<file path="config.mk">
export PLATFORM = sky130hd
export DESIGN_NAME = spi_frame_ctrl
export DESIGN_NICKNAME = d
export VERILOG_FILES = /design/src/rtl/spi_frame_ctrl_pkg.sv /design/src/rtl/spi_frame_ctrl_reg_bank.sv /design/src/rtl/spi_frame_ctrl.sv
export SDC_FILE = /design/constraint.sdc
export NUM_CORES = 1
export LEC_CHECK = 0
export BUFFER_PORTS_ARGS = -buffer_cell sky130_fd_sc_hd__buf_2
export CORE_UTILIZATION = 45
export CTS_CLUSTER_DIAMETER = 30
export DETAILED_ROUTE_END_ITERATION = 10
export PLACE_DENSITY_LB_ADDON = 0.1
export SKIP_CTS_REPAIR_TIMING = 1
export SKIP_LAST_GASP = 1
export SYNTH_ARGS = -nofsm -noshare
export SYNTH_HDL_FRONTEND = slang
export SYNTH_SLANG_ARGS = --single-unit
</file>
<file path="constraint.sdc">
create_clock -name clkIN -period 4.09 [get_ports clkIN]
set_clock_uncertainty 0.15 [all_clocks]
set_input_delay 1.227 -clock clkIN [delete_from_list [all_inputs] [get_ports clkIN]]
set_output_delay 1.227 -clock clkIN [all_outputs]
set_load 0.01 [all_outputs]
</file>
<file path="src/rtl/spi_frame_ctrl_pkg.sv">
// Shared constants and types for the SPI frame command sequencer.
`ifndef SPI_WIDHT
`define SPI_WIDHT 16
`endif

package spi_frame_ctrl_pkg;
  localparam int WIDTH     = `SPI_WIDHT;
  localparam int REG_IDX_W = 3;

  localparam logic [3:0] OP_NOP   = 4'h0;
  localparam logic [3:0] OP_WR    = 4'h1;
  localparam logic [3:0] OP_RD    = 4'h2;
  localparam logic [3:0] OP_FRAME = 4'h3;

  localparam logic [WIDTH-1:0] REPLY_NOT_READY = 16'hDEAD;
  localparam logic [WIDTH-1:0] REPLY_BAD_OP    = 16'hFFFF;

  typedef enum logic [2:0] {
    ST_IDLE,
    ST_CMD,
    ST_FETCH,
    ST_LOAD,
    ST_STREAM
  } state_t;

  function automatic logic [WIDTH-1:0] status_word(input logic ready, input logic [7:0] reg0);
    return {ready, 7'b0, reg0};
  endfunction
endpackage

</file>
<file path="src/rtl/spi_frame_ctrl_reg_bank.sv">
// NREG x 8-bit configuration registers: one write port, indexed read, flat bus view.
module spi_reg_bank
  import spi_frame_ctrl_pkg::*;
#(
  parameter int NREG = 8
) (
  input  logic                 clk,
  input  logic                 rst,
  input  logic                 wr_en,
  input  logic [REG_IDX_W-1:0] idx,
  input  logic [7:0]           wr_data,
  output logic [7:0]           rd_data,
  output logic [7:0]           reg0,
  output logic [NREG*8-1:0]    bus
);
  logic [7:0] regs [NREG];

  // NOTE: this bank is a few flops rather than a RAM, so it takes the async reset and the bus comes up all-zero.
  always_ff @(posedge clk or posedge rst) begin
    if (rst) begin
      for (int k = 0; k < NREG; k++) regs[k] <= '0;
    end else if (wr_en) begin
      for (int k = 0; k < NREG; k++)
        if (idx == REG_IDX_W'(k)) regs[k] <= wr_data;
    end
  end

  // Indices beyond NREG read back as zero.
  always_comb begin
    rd_data = '0;
    for (int k = 0; k < NREG; k++)
      if (idx == REG_IDX_W'(k)) rd_data = regs[k];
  end

  assign reg0 = regs[0];

  for (genvar g = 0; g < NREG; g++) begin : g_bus
    assign bus[8*g +: 8] = regs[g];
  end
endmodule

</file>
<file path="src/rtl/spi_frame_ctrl.sv">
// Command sequencer behind the SPI slave word interface: register access,
// frame streaming from pixel memory and the frame-ready/done handshake.
module spi_frame_ctrl
  import spi_frame_ctrl_pkg::*;
#(
  parameter int ADDR_W      = 15,
  parameter int FRAME_WORDS = 19200,
  parameter int NREG        = 8
) (
  input  logic              clkIN,
  input  logic              reset_spi,
  input  logic              nSSIN,
  input  logic              wordValidIN,
  input  logic [WIDTH-1:0]  rxWordIN,
  output logic [WIDTH-1:0]  txWordOUT,
  output logic              txLoadOUT,
  output logic [ADDR_W-1:0] memAddrOUT,
  output logic              memRdOUT,
  input  logic [WIDTH-1:0]  memDataIN,
  input  logic              frameReadyIN,
  output logic              frameDoneOUT,
  output logic [NREG*8-1:0] regBusOUT
);
  localparam logic [ADDR_W-1:0] LAST_ADDR = ADDR_W'(FRAME_WORDS - 1);

  state_t              state, state_d;
  logic [WIDTH-1:0]    tx_word_d;
  logic                tx_load_d, mem_rd_d, frame_done_d;
  logic [ADDR_W-1:0]   mem_addr_d;
  logic                ready;
  logic                wr_en;
  logic [3:0]          opcode;
  logic [REG_IDX_W-1:0] reg_idx;
  logic [7:0]          rd_data, reg0, reg0_after_wr;
  logic                unused_rx_bit;

  assign opcode        = rxWordIN[15:12];
  assign reg_idx       = rxWordIN[10:8];
  assign unused_rx_bit = rxWordIN[11];
  // A write to reg0 must already show in the status word loaded alongside it.
  assign reg0_after_wr = (reg_idx == '0) ? rxWordIN[7:0] : reg0;

  spi_reg_bank #(.NREG(NREG)) u_reg_bank (
    .clk     (clkIN),
    .rst     (reset_spi),
    .wr_en   (wr_en),
    .idx     (reg_idx),
    .wr_data (rxWordIN[7:0]),
    .rd_data (rd_data),
    .reg0    (reg0),
    .bus     (regBusOUT)
  );

  // NOTE: every signal written here gets a default first, so no path can leave one unassigned and infer a latch.
  always_comb begin
    state_d      = state;
    tx_word_d    = txWordOUT;
    tx_load_d    = 1'b0;
    mem_addr_d   = memAddrOUT;
    mem_rd_d     = 1'b0;
    frame_done_d = 1'b0;
    wr_en        = 1'b0;
    if (nSSIN) begin
      state_d = ST_IDLE;
    end else begin
      unique case (state)
        ST_IDLE: begin
          state_d   = ST_CMD;
          tx_word_d = status_word(ready, reg0);
          tx_load_d = 1'b1;
        end
        ST_CMD: if (wordValidIN) begin
          tx_load_d = 1'b1;
          case (opcode)
            OP_NOP: tx_word_d = status_word(ready, reg0);
            OP_WR: begin
              wr_en     = 1'b1;
              tx_word_d = status_word(ready, reg0_after_wr);
            end
            OP_RD: tx_word_d = {8'h00, rd_data};
            OP_FRAME: begin
              if (ready) begin
                tx_load_d  = 1'b0;
                mem_addr_d = '0;
                mem_rd_d   = 1'b1;
                state_d    = ST_FETCH;
              end else begin
                tx_word_d = REPLY_NOT_READY;
              end
            end
            default: tx_word_d = REPLY_BAD_OP;
          endcase
        end
        ST_FETCH: state_d = ST_LOAD;
        ST_LOAD: begin
          tx_word_d = memDataIN;
          tx_load_d = 1'b1;
          state_d   = ST_STREAM;
        end
        ST_STREAM: if (wordValidIN) begin
          if (memAddrOUT == LAST_ADDR) begin
            frame_done_d = 1'b1;
            tx_word_d    = status_word(ready, reg0);
            tx_load_d    = 1'b1;
            state_d      = ST_CMD;
          end else begin
            mem_addr_d = memAddrOUT + 1'b1;
            mem_rd_d   = 1'b1;
            state_d    = ST_FETCH;
          end
        end
        default: state_d = ST_IDLE;
      endcase
    end
  end

  // NOTE: sequential state uses non-blocking assignments so every register samples the pre-edge values.
  always_ff @(posedge clkIN or posedge reset_spi) begin
    if (reset_spi) begin
      state <= ST_IDLE;
    end else begin
      state <= state_d;
    end
  end

  // The capture path's new-frame pulse beats a same-cycle frame-done clear.
  always_ff @(posedge clkIN or posedge reset_spi) begin
    if (reset_spi) begin
      txWordOUT    <= '0;
      txLoadOUT    <= 1'b0;
      memAddrOUT   <= '0;
      memRdOUT     <= 1'b0;
      frameDoneOUT <= 1'b0;
      ready        <= 1'b0;
    end else begin
      txWordOUT    <= tx_word_d;
      txLoadOUT    <= tx_load_d;
      memAddrOUT   <= mem_addr_d;
      memRdOUT     <= mem_rd_d;
      frameDoneOUT <= frame_done_d;
      ready        <= frameReadyIN | (ready & ~frameDoneOUT);
    end
  end
endmodule

</file>
==> results.md <==
Status:
- The flow ran to the end, and the final reports show no timing, DRC or antenna violations.

Floorplanning:
- The number of rows created at floorplan is 40.
- The die height is 114 um.
- The initial utilization of the core area, before any placement, comes to between 40% and 50%.
- The boundary pin count is 135.
- The region available for standard cell placement spans 12,100 um2.
- The floorplan die area is about 13,000 um2.
- The width of the die is 114 um.

Final layout:
- Leaving out fill and tap cells, the most frequent cell in the layout is buf_2.
- The number of antenna diodes is 0.
- The finished cells cover between 6000 and 7000 um2.
- Compared with the post-synthesis result, the final layout area differs by 21.1%.
- After the last flow step, the layout net total stands at 683.
- The library cells used most frequently in the layout, excluding fill and tap cells, are buf_2, dfrtp_1, mux2_2.
- The fraction of layout instances using a drive strength above 1 is between 40% and 50%.

Clocking:
- The number of sinks driven by the clock tree is 102.
- The number of levels in the clock H-tree is 3.
- The latest clock arrival within the worst-skew pair is approximately 0.35 ns.
- TritonCTS built the clock tree.
- Clock-pin slew was measured on the worst setup and hold paths at 0.07 ns.
- Counting along the longest clock path gives a buffer depth of 2.
- The master cell of the clock root buffer is clkbuf_16.
- The number of clock buffers added by TritonCTS is 9.

Critical path:
- Of all nets on the critical path, the largest fanout is 8.
- On the critical path, the stage with the largest delay is an instance of or3_1.
- The worst setup path is launched from an input port.
- The type of the worst setup path is in -> reg.
- The worst path required time is 4.18 ns.
- STA puts the critical path data arrival time at 3.38 ns.
- Traced cell by cell, the critical path runs through buf_2, or3_1, or4_4, or3_1, mux2_4.
- In this design, the stage delay of the slowest critical-path cell is between 0.6 and 0.7 ns.
- The category of the worst setup path capture point is a flip-flop.
- The dominant cell type by count on the critical path is or3_1.

Placement:
- The worst slack after detailed placement is 0.418 ns.
- The area of placed instances is around 6500 um2.
- The number of buffers inserted by port buffering is 133.
- The routability-driven placement congestion ratio is 0.837.
- The final HPWL from detailed placement is 11.2 mm.

Routing:
- The starting DRC count in detailed routing is 283.
- In the routed design, unresolved DRC markers number 0.
- The sum of routed wire length over all layers is 15.4 mm.
- The first detailed-routing pass ran for 4 iterations.
- After detailed routing, the number of vias per cell comes to 5.75.
- The via count of the routed design is about 4,700.
- The remaining number of nets flagged by the antenna check after routing is 0.
- The average routed wire per standard cell is 18.8 um.

Synth:
- In the synthesized netlist the dominant register cell turns out to be dfrtp_1.
- The synthesis-stage register bit count is 102.
- The count of mapped cells out of synthesis is 515.
- Yosys mapped a number of flops with a built-in enable equal to 0.
- In this run the cell area of the synthesized design comes to 5610 um2.
- The share of the yosys chip area belonging to registers is 45.5%.
- For this run, asynchronously set or reset flops after synthesis account for 100%.
- The mean instance size in the synthesized netlist is 10.9 um2.
- The number of library cell types mapped by synthesis is 64.
- The number of warnings printed during yosys synthesis is 0.
- When the netlist entered floorplanning its net count stood at 553.

STA:
- The final count of hold timing violations is 0.
- Setup violations remaining at the end of the flow were counted as 0.
- For this run, the top clock speed supported by timing is 304 MHz.
- In the post-route analysis, the smallest setup slack over all paths is 0.803 ns.
- The minimum clock period after layout is 3.29 ns.
- Setup repair after global routing left no endpoint under its margin.
- The sum of negative setup slack is 0 ns.
- The relative max-transition margin is 41.9%.
- The number of pins exceeding their max-slew limit in the final report is 0.
- Hold is met by 0.354 ns.
- The final critical path takes up between 80 and 90% of the cycle.
- The actual transition at the worst max-transition pin is between 0.8 and 0.9 ns.

Power:
- The worst-case vdd ir drop is between 0.2 and 0.25 mV.
- The static power due to leakage is approximately 3.4 nW.
- The power density relative to cell area is 368 nW/um2.

Global routing:
- The via count of the first global-routing pass is 4,570.
- Global routing used around 25% of the available tracks across all layers.
- Entering global routing, the biggest net connects a little over 50 pins.
- The wire length of the first global-routing pass is ~24 mm.
- Global routing finished with a remaining overflow of 0.
- The initial antenna violation count came to 0.

Job:
- Across the run, the number of max-cap violations was 0.

Hold path:
- The classification of the worst-slack hold path is reg -> reg.
-- critical path, delay by kind of cell --
family / cells / cell delay (ns)
muxes: 1 / 0.39
and+or+nand+nor: 3 / 1.63
buffers and inverters: 1 / 0.13
-- synth_stat cells (4+ instances only) --
library cell  instances  area share (%)
nand4_1               9             1.0
inv_1                20             1.3
nor3b_1               4            0.54
o21a_1                9             1.2
nand2_1              23             1.5
buf_1                 5            0.33
a31oi_1               4            0.45
and2_1                5            0.56
nand2b_1              7            0.78
nor2b_1               5            0.56
nand3_1              10            0.89
mux2_4                8             2.1
dfrtp_1             102              46
nor2_1               18             1.2
o21ai_0              28             2.5
nor3_1                9            0.80
mux4_2                4             1.6
clkbuf_1             23             1.5
o31ai_1               8             1.1
or3_1                 4            0.45
nor4_1                5            0.56
mux2_2               75              15
or4_1                 7            0.94
buf_2                 4            0.36
a21oi_1              32             2.9
mux2i_1              18             3.2
-- area by class of cell --
class,count,area (um2)
Clock buffer,12,256
Inverter,20,77.6
Clock inverter,4,31.3
Tap cell,168,210
Timing Repair Buffer,153,816
Fill cell,1097,5270
Multi-Input combinational cell,359,2850
Sequential cell,102,2550
-- path summary, 6_finish.rpt --
check	cells past startpoint	to	from	slack (ns)
setup / recovery	5	u_reg_bank.bus[18]	rxWordIN[15]	0.80
hold / removal	1	txWordOUT[15]	txWordOUT[15]	0.35
setup reg to reg	4	u_reg_bank.bus[18]	state[0]	1.05
hold reg to reg	1	txWordOUT[15]	txWordOUT[15]	0.35
max in group asynchronous	3	txLoadOUT	reset_spi	2.15
min in group asynchronous	2	memAddrOUT[9]	reset_spi	0.81
-- kinds of logic (layout without fill, tap and decap cells) --
| family | after synthesis | after routing | synth area share [%] |
|---|---|---|---|
| AOI/OAI and AO/OA | 120 | 120 | 14.1 |
| adders and majority gates | 1 | 1 | 0.223 |
| and+or+nand+nor | 131 | 131 | 13.8 |
| buffers and inverters | 54 | 189 | 3.91 |
| DFF | 102 | 102 | 45.5 |
| muxes | 107 | 107 | 22.4 |
-- registers in the layout (all words and copies together) (netlist names) --
name             cells
txLoadOUT            1
frameDoneOUT         1
txWordOUT           16
ready                1
u_reg_bank.reg0      8
memAddrOUT          15
u_reg_bank.bus      56
memRdOUT             1
state                3
-- report_power, final --
group          leakage [nW]  switching [mW]  total [mW]  internal, mW
sequential             1.37          0.0566        1.15          1.09
clock                 0.131           0.390       0.837         0.448
combinational          1.87           0.297       0.514         0.217
-- stage by stage --
stage          std cells  util, %  power (mW)
2_1_floorplan        515        -        1.48
3_3_place_gp         802     53.9        1.67
3_5_place_dp         802     53.9        1.68
4_1_cts              818     56.3        2.52
5_1_grt              818     56.3        2.61
6_report             818     56.3        2.50
-- per-layer routing --
layer | global-route usage [%] | share of wire, % | vias to the layer above
met4 | 10.9 | 2.2 | 0
li1 | - | - | 2193
met5 | 0 | 0 | -
met3 | 3.67 | 3.7 | 23
met1 | 32.7 | 45 | 2366
met2 | 41.0 | 49 | 125
(Power assumes the default switching activity.)
